<file path="src/rtl/u109_burst_buffer_pkg.sv">
`default_nettype none
// ==========================================================================
// u109_pkg : shared state encoding, direction codes and byte-lane swap
// Rev 1.0
// ==========================================================================
package u109_pkg;

  typedef enum logic [1:0] {
    ST_IDLE   = 2'd0,
    ST_ACTIVE = 2'd1,
    ST_DONE   = 2'd2
  } state_e;

  localparam logic DIR_WRITE = 1'b1;
  localparam logic DIR_READ  = 1'b0;

  // Widest word the swap helper handles; callers zero-extend and truncate.
  localparam int SWAP_MAX_W = 256;

  function automatic logic [SWAP_MAX_W-1:0] byte_swap(input logic [SWAP_MAX_W-1:0] din,
                                                     input int width);
    logic [SWAP_MAX_W-1:0] dout;
    int nb;
    dout = '0;
    nb   = width / 8;
    for (int i = 0; i < SWAP_MAX_W / 8; i++) begin
      if (i < nb) dout[8*i +: 8] = din[8*(nb-1-i) +: 8];
    end
    return dout;
  endfunction

endpackage
`default_nettype wire

</file>
<file path="src/rtl/u109_burst_buffer_if.sv">
`default_nettype none
// ==========================================================================
// u109_burst_buffer_if : CPU D-bus and PCI AD-bus signals of the burst buffer
// Rev 1.0
// ==========================================================================
interface u109_burst_buffer_if #(
  parameter int DATA_W = 32,
  parameter int DEPTH  = 4
);
  localparam int CNT_W = $clog2(DEPTH) + 1;

  logic              PCIDIR;
  logic              nBEN;
  logic              nTS;
  logic              BURST;
  logic [DATA_W-1:0] D_IN;
  logic [DATA_W-1:0] D_OUT;
  logic              D_OE;
  logic              CPU_STB;
  logic              nTA;
  logic [DATA_W-1:0] AD_IN;
  logic [DATA_W-1:0] AD_OUT;
  logic              AD_OE;
  logic              nTRDY;
  logic              nIRDY;
  logic [CNT_W-1:0]  COUNT;
  logic              ABORT;

  modport slave (
    input  PCIDIR, nBEN, nTS, BURST, D_IN, CPU_STB, AD_IN, nTRDY,
    output D_OUT, D_OE, nTA, AD_OUT, AD_OE, nIRDY, COUNT, ABORT
  );

  modport master (
    output PCIDIR, nBEN, nTS, BURST, D_IN, CPU_STB, AD_IN, nTRDY,
    input  D_OUT, D_OE, nTA, AD_OUT, AD_OE, nIRDY, COUNT, ABORT
  );

endinterface
`default_nettype wire

</file>
<file path="src/rtl/u109_burst_buffer_fifo.sv">
`default_nettype none
// ==========================================================================
// u109_sync_fifo : single-clock fall-through FIFO with synchronous clear
// Rev 1.0
// ==========================================================================
module u109_sync_fifo #(
  parameter int DATA_W = 32,
  parameter int DEPTH  = 4
) (
  input  logic                   clk_i,
  input  logic                   rst_ni,
  input  logic                   clr_i,
  input  logic                   push_i,
  input  logic [DATA_W-1:0]      push_data_i,
  input  logic                   pop_i,
  output logic [DATA_W-1:0]      head_o,
  output logic [$clog2(DEPTH):0] count_o,
  output logic                   full_o,
  output logic                   empty_o
);
  localparam int AW = $clog2(DEPTH);

  logic [DATA_W-1:0] mem_q [DEPTH];
  logic [AW-1:0]     wr_ptr_q;
  logic [AW-1:0]     rd_ptr_q;
  logic [AW:0]       count_q;
  logic              w_do_push;
  logic              w_do_pop;

  assign full_o  = (count_q == (AW+1)'(DEPTH));
  assign empty_o = (count_q == '0);
  // A pop from empty is refused; a push into full is allowed only alongside a pop.
  assign w_do_pop  = pop_i & ~empty_o;
  assign w_do_push = push_i & (~full_o | w_do_pop);

  always_ff @(posedge clk_i) begin
    if (!rst_ni || clr_i) begin
      wr_ptr_q <= '0;
      rd_ptr_q <= '0;
      count_q  <= '0;
    end else begin
      if (w_do_push) wr_ptr_q <= wr_ptr_q + 1'b1;
      if (w_do_pop)  rd_ptr_q <= rd_ptr_q + 1'b1;
      count_q <= count_q + (AW+1)'(w_do_push) - (AW+1)'(w_do_pop);
    end
  end

  always_ff @(posedge clk_i) begin
    if (w_do_push) mem_q[wr_ptr_q] <= push_data_i;
  end

  assign head_o  = mem_q[rd_ptr_q];
  assign count_o = count_q;

endmodule
`default_nettype wire

</file>
<file path="src/rtl/u109_burst_buffer.sv">
`default_nettype none
// ==========================================================================
// u109_burst_buffer : DEPTH-entry burst FIFO between the 68040 D bus and PCI AD
// Rev 1.0
// ==========================================================================
module u109_burst_buffer
  import u109_pkg::*;
#(
  parameter int DATA_W  = 32,
  parameter int DEPTH   = 4,
  parameter bit SWAP_EN = 1'b1
) (
  input  logic                BCLK,
  input  logic                nRESET,
  u109_burst_buffer_if.slave  bus
);
  localparam int               CNT_W   = $clog2(DEPTH) + 1;
  localparam logic [CNT_W-1:0] DEPTH_C = CNT_W'(DEPTH);
  localparam logic [CNT_W-1:0] ONE_C   = CNT_W'(1);

  state_e            state_q, state_d;
  logic              dir_q, dir_d;
  logic [CNT_W-1:0]  beats_q, beats_d;
  logic [CNT_W-1:0]  cpu_cnt_q, cpu_cnt_d;
  logic [CNT_W-1:0]  pci_cnt_q, pci_cnt_d;
  logic              nta_q, nta_d;
  logic              abort_q, abort_d;

  logic [DATA_W-1:0] w_din_sw, w_adin_sw, w_push_data, w_head;
  logic [CNT_W-1:0]  w_count;
  logic              w_full, w_empty, w_active, w_wr, w_rd;
  logic              w_nirdy, w_pci_beat, w_cpu_wr, w_cpu_rd;
  logic              w_push, w_pop, w_clr;

  generate
    if (SWAP_EN) begin : g_swap
      assign w_din_sw  = DATA_W'(byte_swap(SWAP_MAX_W'(bus.D_IN), DATA_W));
      assign w_adin_sw = DATA_W'(byte_swap(SWAP_MAX_W'(bus.AD_IN), DATA_W));
    end else begin : g_straight
      assign w_din_sw  = bus.D_IN;
      assign w_adin_sw = bus.AD_IN;
    end
  endgenerate

  assign w_active = (state_q == ST_ACTIVE);
  assign w_wr     = w_active & (dir_q == DIR_WRITE);
  assign w_rd     = w_active & (dir_q == DIR_READ);

  // Initiator is ready only while PCI beats remain and the FIFO can feed/accept one.
  assign w_nirdy    = ~(w_active && (pci_cnt_q != beats_q) &&
                        ((dir_q == DIR_WRITE) ? !w_empty : !w_full));
  assign w_pci_beat = ~w_nirdy & ~bus.nTRDY & ~bus.nBEN;
  assign w_cpu_wr   = w_wr & bus.CPU_STB & ~bus.nBEN & (cpu_cnt_q != beats_q) &
                      (~w_full | w_pci_beat);
  assign w_cpu_rd   = w_rd & bus.CPU_STB & ~bus.nBEN & (cpu_cnt_q != beats_q) & ~w_empty;

  assign w_push      = w_cpu_wr | (w_rd & w_pci_beat);
  assign w_pop       = w_cpu_rd | (w_wr & w_pci_beat);
  assign w_push_data = (dir_q == DIR_WRITE) ? w_din_sw : w_adin_sw;

  u109_sync_fifo #(
    .DATA_W (DATA_W),
    .DEPTH  (DEPTH)
  ) u_fifo (
    .clk_i       (BCLK),
    .rst_ni      (nRESET),
    .clr_i       (w_clr),
    .push_i      (w_push),
    .push_data_i (w_push_data),
    .pop_i       (w_pop),
    .head_o      (w_head),
    .count_o     (w_count),
    .full_o      (w_full),
    .empty_o     (w_empty)
  );

  always_comb begin
    state_d   = state_q;
    dir_d     = dir_q;
    beats_d   = beats_q;
    cpu_cnt_d = cpu_cnt_q;
    pci_cnt_d = pci_cnt_q;
    abort_d   = abort_q;
    nta_d     = ~(w_cpu_wr | w_cpu_rd);
    w_clr     = 1'b0;
    case (state_q)
      ST_IDLE: begin
        if (!bus.nTS && !bus.nBEN) begin
          state_d   = ST_ACTIVE;
          dir_d     = bus.PCIDIR;
          beats_d   = bus.BURST ? DEPTH_C : ONE_C;
          cpu_cnt_d = '0;
          pci_cnt_d = '0;
          abort_d   = 1'b0;
          w_clr     = 1'b1;
        end
      end
      ST_ACTIVE: begin
        if (bus.nBEN) begin
          state_d = ST_IDLE;
          abort_d = 1'b1;
          w_clr   = 1'b1;
        end else begin
          cpu_cnt_d = cpu_cnt_q + CNT_W'(w_cpu_wr | w_cpu_rd);
          pci_cnt_d = pci_cnt_q + CNT_W'(w_pci_beat);
          if (cpu_cnt_d == beats_q && pci_cnt_d == beats_q) state_d = ST_DONE;
        end
      end
      ST_DONE: state_d = ST_IDLE;
      default: state_d = ST_IDLE;
    endcase
  end

  always_ff @(posedge BCLK) begin
    if (!nRESET) begin
      state_q   <= ST_IDLE;
      dir_q     <= DIR_READ;
      beats_q   <= '0;
      cpu_cnt_q <= '0;
      pci_cnt_q <= '0;
      nta_q     <= 1'b1;
      abort_q   <= 1'b0;
    end else begin
      state_q   <= state_d;
      dir_q     <= dir_d;
      beats_q   <= beats_d;
      cpu_cnt_q <= cpu_cnt_d;
      pci_cnt_q <= pci_cnt_d;
      nta_q     <= nta_d;
      abort_q   <= abort_d;
    end
  end

  assign bus.D_OE   = w_rd;
  assign bus.AD_OE  = w_wr;
  assign bus.D_OUT  = (w_rd && !w_empty) ? w_head : '0;
  assign bus.AD_OUT = (w_wr && !w_empty) ? w_head : '0;
  assign bus.nTA    = nta_q;
  assign bus.nIRDY  = w_nirdy;
  assign bus.COUNT  = w_count;
  assign bus.ABORT  = abort_q;

endmodule
`default_nettype wire

</file>
<file path="src/flat_wrapper.sv">
// flat-port wrapper written by rule: the top's interface ports become plain ports
module u109_burst_buffer_flat import u109_pkg::*;
#(
  parameter int DATA_W  = 32,
  parameter int DEPTH   = 4,
  parameter bit SWAP_EN = 1'b1
)
  (BCLK, nRESET, bus_PCIDIR, bus_nBEN, bus_nTS, bus_BURST, bus_D_IN, bus_CPU_STB, bus_AD_IN, bus_nTRDY, bus_D_OUT, bus_D_OE, bus_nTA, bus_AD_OUT, bus_AD_OE, bus_nIRDY, bus_COUNT, bus_ABORT);
  u109_burst_buffer_if #(.DATA_W(DATA_W), .DEPTH(DEPTH)) bus_i ();
  input  logic BCLK;
  input  logic nRESET;
  input wire logic [$bits(bus_i.PCIDIR)-1:0] bus_PCIDIR;
  input wire logic [$bits(bus_i.nBEN)-1:0] bus_nBEN;
  input wire logic [$bits(bus_i.nTS)-1:0] bus_nTS;
  input wire logic [$bits(bus_i.BURST)-1:0] bus_BURST;
  input wire logic [$bits(bus_i.D_IN)-1:0] bus_D_IN;
  input wire logic [$bits(bus_i.CPU_STB)-1:0] bus_CPU_STB;
  input wire logic [$bits(bus_i.AD_IN)-1:0] bus_AD_IN;
  input wire logic [$bits(bus_i.nTRDY)-1:0] bus_nTRDY;
  output wire logic [$bits(bus_i.D_OUT)-1:0] bus_D_OUT;
  output wire logic [$bits(bus_i.D_OE)-1:0] bus_D_OE;
  output wire logic [$bits(bus_i.nTA)-1:0] bus_nTA;
  output wire logic [$bits(bus_i.AD_OUT)-1:0] bus_AD_OUT;
  output wire logic [$bits(bus_i.AD_OE)-1:0] bus_AD_OE;
  output wire logic [$bits(bus_i.nIRDY)-1:0] bus_nIRDY;
  output wire logic [$bits(bus_i.COUNT)-1:0] bus_COUNT;
  output wire logic [$bits(bus_i.ABORT)-1:0] bus_ABORT;
  assign bus_i.PCIDIR = bus_PCIDIR;
  assign bus_i.nBEN = bus_nBEN;
  assign bus_i.nTS = bus_nTS;
  assign bus_i.BURST = bus_BURST;
  assign bus_i.D_IN = bus_D_IN;
  assign bus_i.CPU_STB = bus_CPU_STB;
  assign bus_i.AD_IN = bus_AD_IN;
  assign bus_i.nTRDY = bus_nTRDY;
  assign bus_D_OUT = bus_i.D_OUT;
  assign bus_D_OE = bus_i.D_OE;
  assign bus_nTA = bus_i.nTA;
  assign bus_AD_OUT = bus_i.AD_OUT;
  assign bus_AD_OE = bus_i.AD_OE;
  assign bus_nIRDY = bus_i.nIRDY;
  assign bus_COUNT = bus_i.COUNT;
  assign bus_ABORT = bus_i.ABORT;
  u109_burst_buffer #(.DATA_W(DATA_W), .DEPTH(DEPTH), .SWAP_EN(SWAP_EN)) u_core (.BCLK(BCLK), .nRESET(nRESET), .bus(bus_i));
endmodule
</file>
<file path="config.mk">
export PLATFORM = sky130hd
export DESIGN_NAME = u109_burst_buffer_flat
export DESIGN_NICKNAME = d
export VERILOG_FILES = /design/src/rtl/u109_burst_buffer_pkg.sv /design/src/rtl/u109_burst_buffer_if.sv /design/src/rtl/u109_burst_buffer_fifo.sv /design/src/rtl/u109_burst_buffer.sv /design/src/flat_wrapper.sv
export SDC_FILE = /design/constraint.sdc
export NUM_CORES = 1
export LEC_CHECK = 0
export ABC_AREA = 0
export BUFFER_PORTS_ARGS = -buffer_cell sky130_fd_sc_hd__buf_2
export CORE_MARGIN = 2
export CORE_UTILIZATION = 35
export CTS_CLUSTER_SIZE = 14
export DETAILED_ROUTE_END_ITERATION = 8
export PLACE_DENSITY_LB_ADDON = 0.12
export SETUP_SLACK_MARGIN = 0.02
export SYNTH_ARGS = -nofsm -noshare
export SYNTH_HDL_FRONTEND = slang
export SYNTH_SLANG_ARGS = --single-unit
</file>
<file path="constraint.sdc">
create_clock -name BCLK -period 3.45 [get_ports BCLK]
set_input_delay 0.345 -clock BCLK [delete_from_list [all_inputs] [get_ports BCLK]]
set_output_delay 0.345 -clock BCLK [all_outputs]
set_load 0.02 [all_outputs]
</file>
==> impl_metrics.env <==
export IMPL_end_kind="register"
export IMPL_worstPathMaxFanout=5
export IMPL_synthTopCellsByArea="edfxtp_1, mux4_2, dfxtp_1"
export IMPL_postCtsSetupBuffers=0
export IMPL_drc_errors=0
export IMPL_ff2ff_path_depth=13
export IMPL_syn_inst=425
export IMPL_rsz0062_at_grt="false"
export IMPL_yosysWarnings=0
export IMPL_die_y_um=142
export IMPL_relSlewSlack_pct=36.8
export IMPL_finalCritPeriodShare_pct=93.3
export IMPL_crit_chain="xnor2_1, a32oi_2, nand3b_1, inv_1, o21ai_0, a21boi_0, ha_1, ha_1, xor2_1, or3_1, a2111oi_2, o21ai_0, and2_1"
export IMPL_gp_congestion=0.853
export IMPL_slew_violations=0
export IMPL_regToRegStartpoint="u_core.beats_q[2]"
export IMPL_die_x_um=142
export IMPL_synth_edf_count=128
export IMPL_hpwl_um=9460
export IMPL_power_leakage_uw=0.00325
export IMPL_drive_above_1_share_pct=44.8
export IMPL_critPathRequiredTime_ns=3.77
export IMPL_cellPowerDensity_nw_per_um2=492
export IMPL_fin_skew_ns=0.0110
export IMPL_async_reset_ff_share_pct=0
export IMPL_yosysUniqueCellTypes=43
export IMPL_fmax_mhz=311
export IMPL_grt_pass1_vias=4097
export IMPL_core_area_um2=18700
export IMPL_grt_max_degree=34
export IMPL_cp_arrival_ns=3.54
export IMPL_rows=50
export IMPL_insertion_delay_ns=0.42
export IMPL_clk_pin_slew_ns=0.06
export IMPL_drv_cap=0
export IMPL_final_common_cell="buf_2"
export IMPL_setup_violations=0
export IMPL_synth_top_area_share_pct=57.4
export IMPL_syn_area_um2=6690
export IMPL_worst_pin_slew_ns=0.948
export IMPL_first_pass_iters=4
export IMPL_io_pins=144
export IMPL_wire_per_inst_um=17.5
export IMPL_min_period_ns=3.22
export IMPL_grt_usage_pct=14.9
export IMPL_fin_cells=823
export IMPL_status="complete, no violations"
export IMPL_vias=4006
export IMPL_synth_seq_cells=150
export IMPL_hold_ws_ns=0.223
export IMPL_cts_tree="built"
export IMPL_avgSynthCellArea_um2=15.7
export IMPL_final_cell_mix="buf_2, edfxtp_1, and2_1, mux2_2, mux4_2"
export IMPL_regToRegSetupSlack_ns=0.23
export IMPL_antennaDiodeCount=0
export IMPL_synth_area_leader_cell="edfxtp_1"
export IMPL_r2r_end="u_core.state_q[0]"
export IMPL_crit_start="u_core.beats_q[2]"
export IMPL_cp_slowest_stage_delay_ns=0.43
export IMPL_tns_ns=0
export IMPL_ant_nets=0
export IMPL_endpoint="u_core.state_q[0]"
export IMPL_viasPerCell=4.87
export IMPL_synth_fp_nets=508
export IMPL_wl_um=14400
export IMPL_numPortBuffers=143
export IMPL_critPathSlowestCell="dfxtp_1"
export IMPL_cts_path_max_buffers=2
export IMPL_path_class="reg2reg"
export IMPL_grt_pass1_wl_um=22100
export IMPL_nets=659
export IMPL_drtIter0Drc=125
export IMPL_syn_to_final_growth_pct=25.1
export IMPL_hold_path_class="in2reg"
export IMPL_worstHoldStart="bus_BURST"
export IMPL_overflow=0
export IMPL_yosysSeqAreaShare_pct=64.0
export IMPL_synth_ff_type="edfxtp_1"
export IMPL_clkSinkCount=150
export IMPL_worstSetupStartpointType="register"
export IMPL_hold_viol_final=0
export IMPL_cts_root_buf="clkbuf_16"
export IMPL_cts_buffers=17
export IMPL_die_area_um2=20200
export IMPL_ir_worst_vdd_mv=0.346
export IMPL_finalPower_uw=4120
export IMPL_antenna_found_initial=0
export IMPL_htreeDepth=4
export IMPL_hold_depth=3
export IMPL_start_util_pct=35.8
export IMPL_place_inst=791
[cells by family (layout without fill, tap and decap cells)]
kind of cell	Yosys count	in the layout	synth area share (%)
AOI/OAI and AO/OA	25	25	2.64
xor gates and xnor gates	9	9	1.18
adders and majority gates	11	11	2.17
buffers and inverters	28	192	1.63
DFF	150	150	64.0
muxes	65	65	16.3
and+or+nand+nor	137	137	12.1
[synthesized netlist by cell type, types with 3 or more instances]
cell / instances
edfxtp_1: 128
and2_1: 70
mux2_2: 33
mux4_2: 32
dfxtp_1: 22
nand2_1: 15
clkbuf_1: 14
nor2_1: 14
ha_1: 10
inv_1: 8
nand3_1: 7
a21boi_0: 6
nor3_1: 6
xor2_1: 6
and3_1: 5
nor2b_1: 5
a21oi_1: 4
o21ai_0: 4
buf_1: 3
buf_2: 3
xnor2_1: 3
[where the power goes]
| part | total [µW] | switching, µW | leakage (µW) | internal, µW |
|---|---|---|---|---|
| Clock | 1980 | 700 | 0.000313 | 1280 |
| Combinational | 153 | 79.1 | 0.00160 | 74.3 |
| Sequential | 1990 | 4.74 | 0.00133 | 1980 |
[registers in the layout (all words and copies together), names as in the netlist, named ones only]
name	count
u_core.beats_q	2
u_core.pci_cnt_q	3
u_core.u_fifo.mem_q	128
u_core.bus.nTA	1
u_core.dir_q	1
u_core.u_fifo.count_o	3
u_core.bus.ABORT	1
u_core.u_fifo.rd_ptr_q	2
u_core.state_q	2
u_core.cpu_cnt_q	3
u_core.u_fifo.wr_ptr_q	2
[critical path, delay by kind of cell (launching register included)]
| kind | cells | cell delay (ns) |
|---|---|---|
| flops | 1 | 0.43 |
| compound gates | 5 | 1.11 |
| fa+ha+maj | 2 | 0.46 |
| simple gates | 3 | 0.66 |
| xor+xnor | 2 | 0.33 |
| buf+inv | 1 | 0.12 |
[cell type report]
| type | count | area (µm²) |
|---|---|---|
| Timing Repair Buffer | 152 | 796 |
| Tap cell | 234 | 293 |
| Multi-Input combinational cell | 247 | 2330 |
| Fill cell | 1715 | 10300 |
| Inverter | 8 | 30.0 |
| Clock buffer | 18 | 429 |
| Clock inverter | 14 | 204 |
| Sequential cell | 150 | 4290 |
[worst min-delay path by stage]
stage / to
detailed placement: u_core.bus.ABORT
floorplan: u_core.cpu_cnt_q[1]
global placement: u_core.bus.ABORT
CTS: u_core.beats_q[0]
finish: u_core.beats_q[0]
global route: u_core.beats_q[2]
[through the flow]
step	instance area [µm²]	setup slack [ns]	utilization, %
floorplan	6690	0.496	-
global placement	7720	0.297	41.3
detailed placement	7720	0.133	41.3
CTS	8360	0.125	44.7
global route	8370	0.000745	44.7
finish	8370	0.230	44.7
[metal layers]
| layer | track usage (%) | vias to the layer above | part of all wire [%] |
|---|---|---|---|
| met5 | 0 | - | 0 |
| met4 | 5.53 | 0 | 1.7 |
| met3 | 3.70 | 17 | 4.6 |
| met2 | 26.5 | 103 | 52 |
| met1 | 17.4 | 1976 | 42 |
| li1 | - | 1910 | - |
[repair_timing]
action	in CTS	in global routing
hold buffers	0	0
gates resized for setup	0	3
setup endpoints to repair	0	2
No activity file was read; power rests on OpenSTA's default activity.
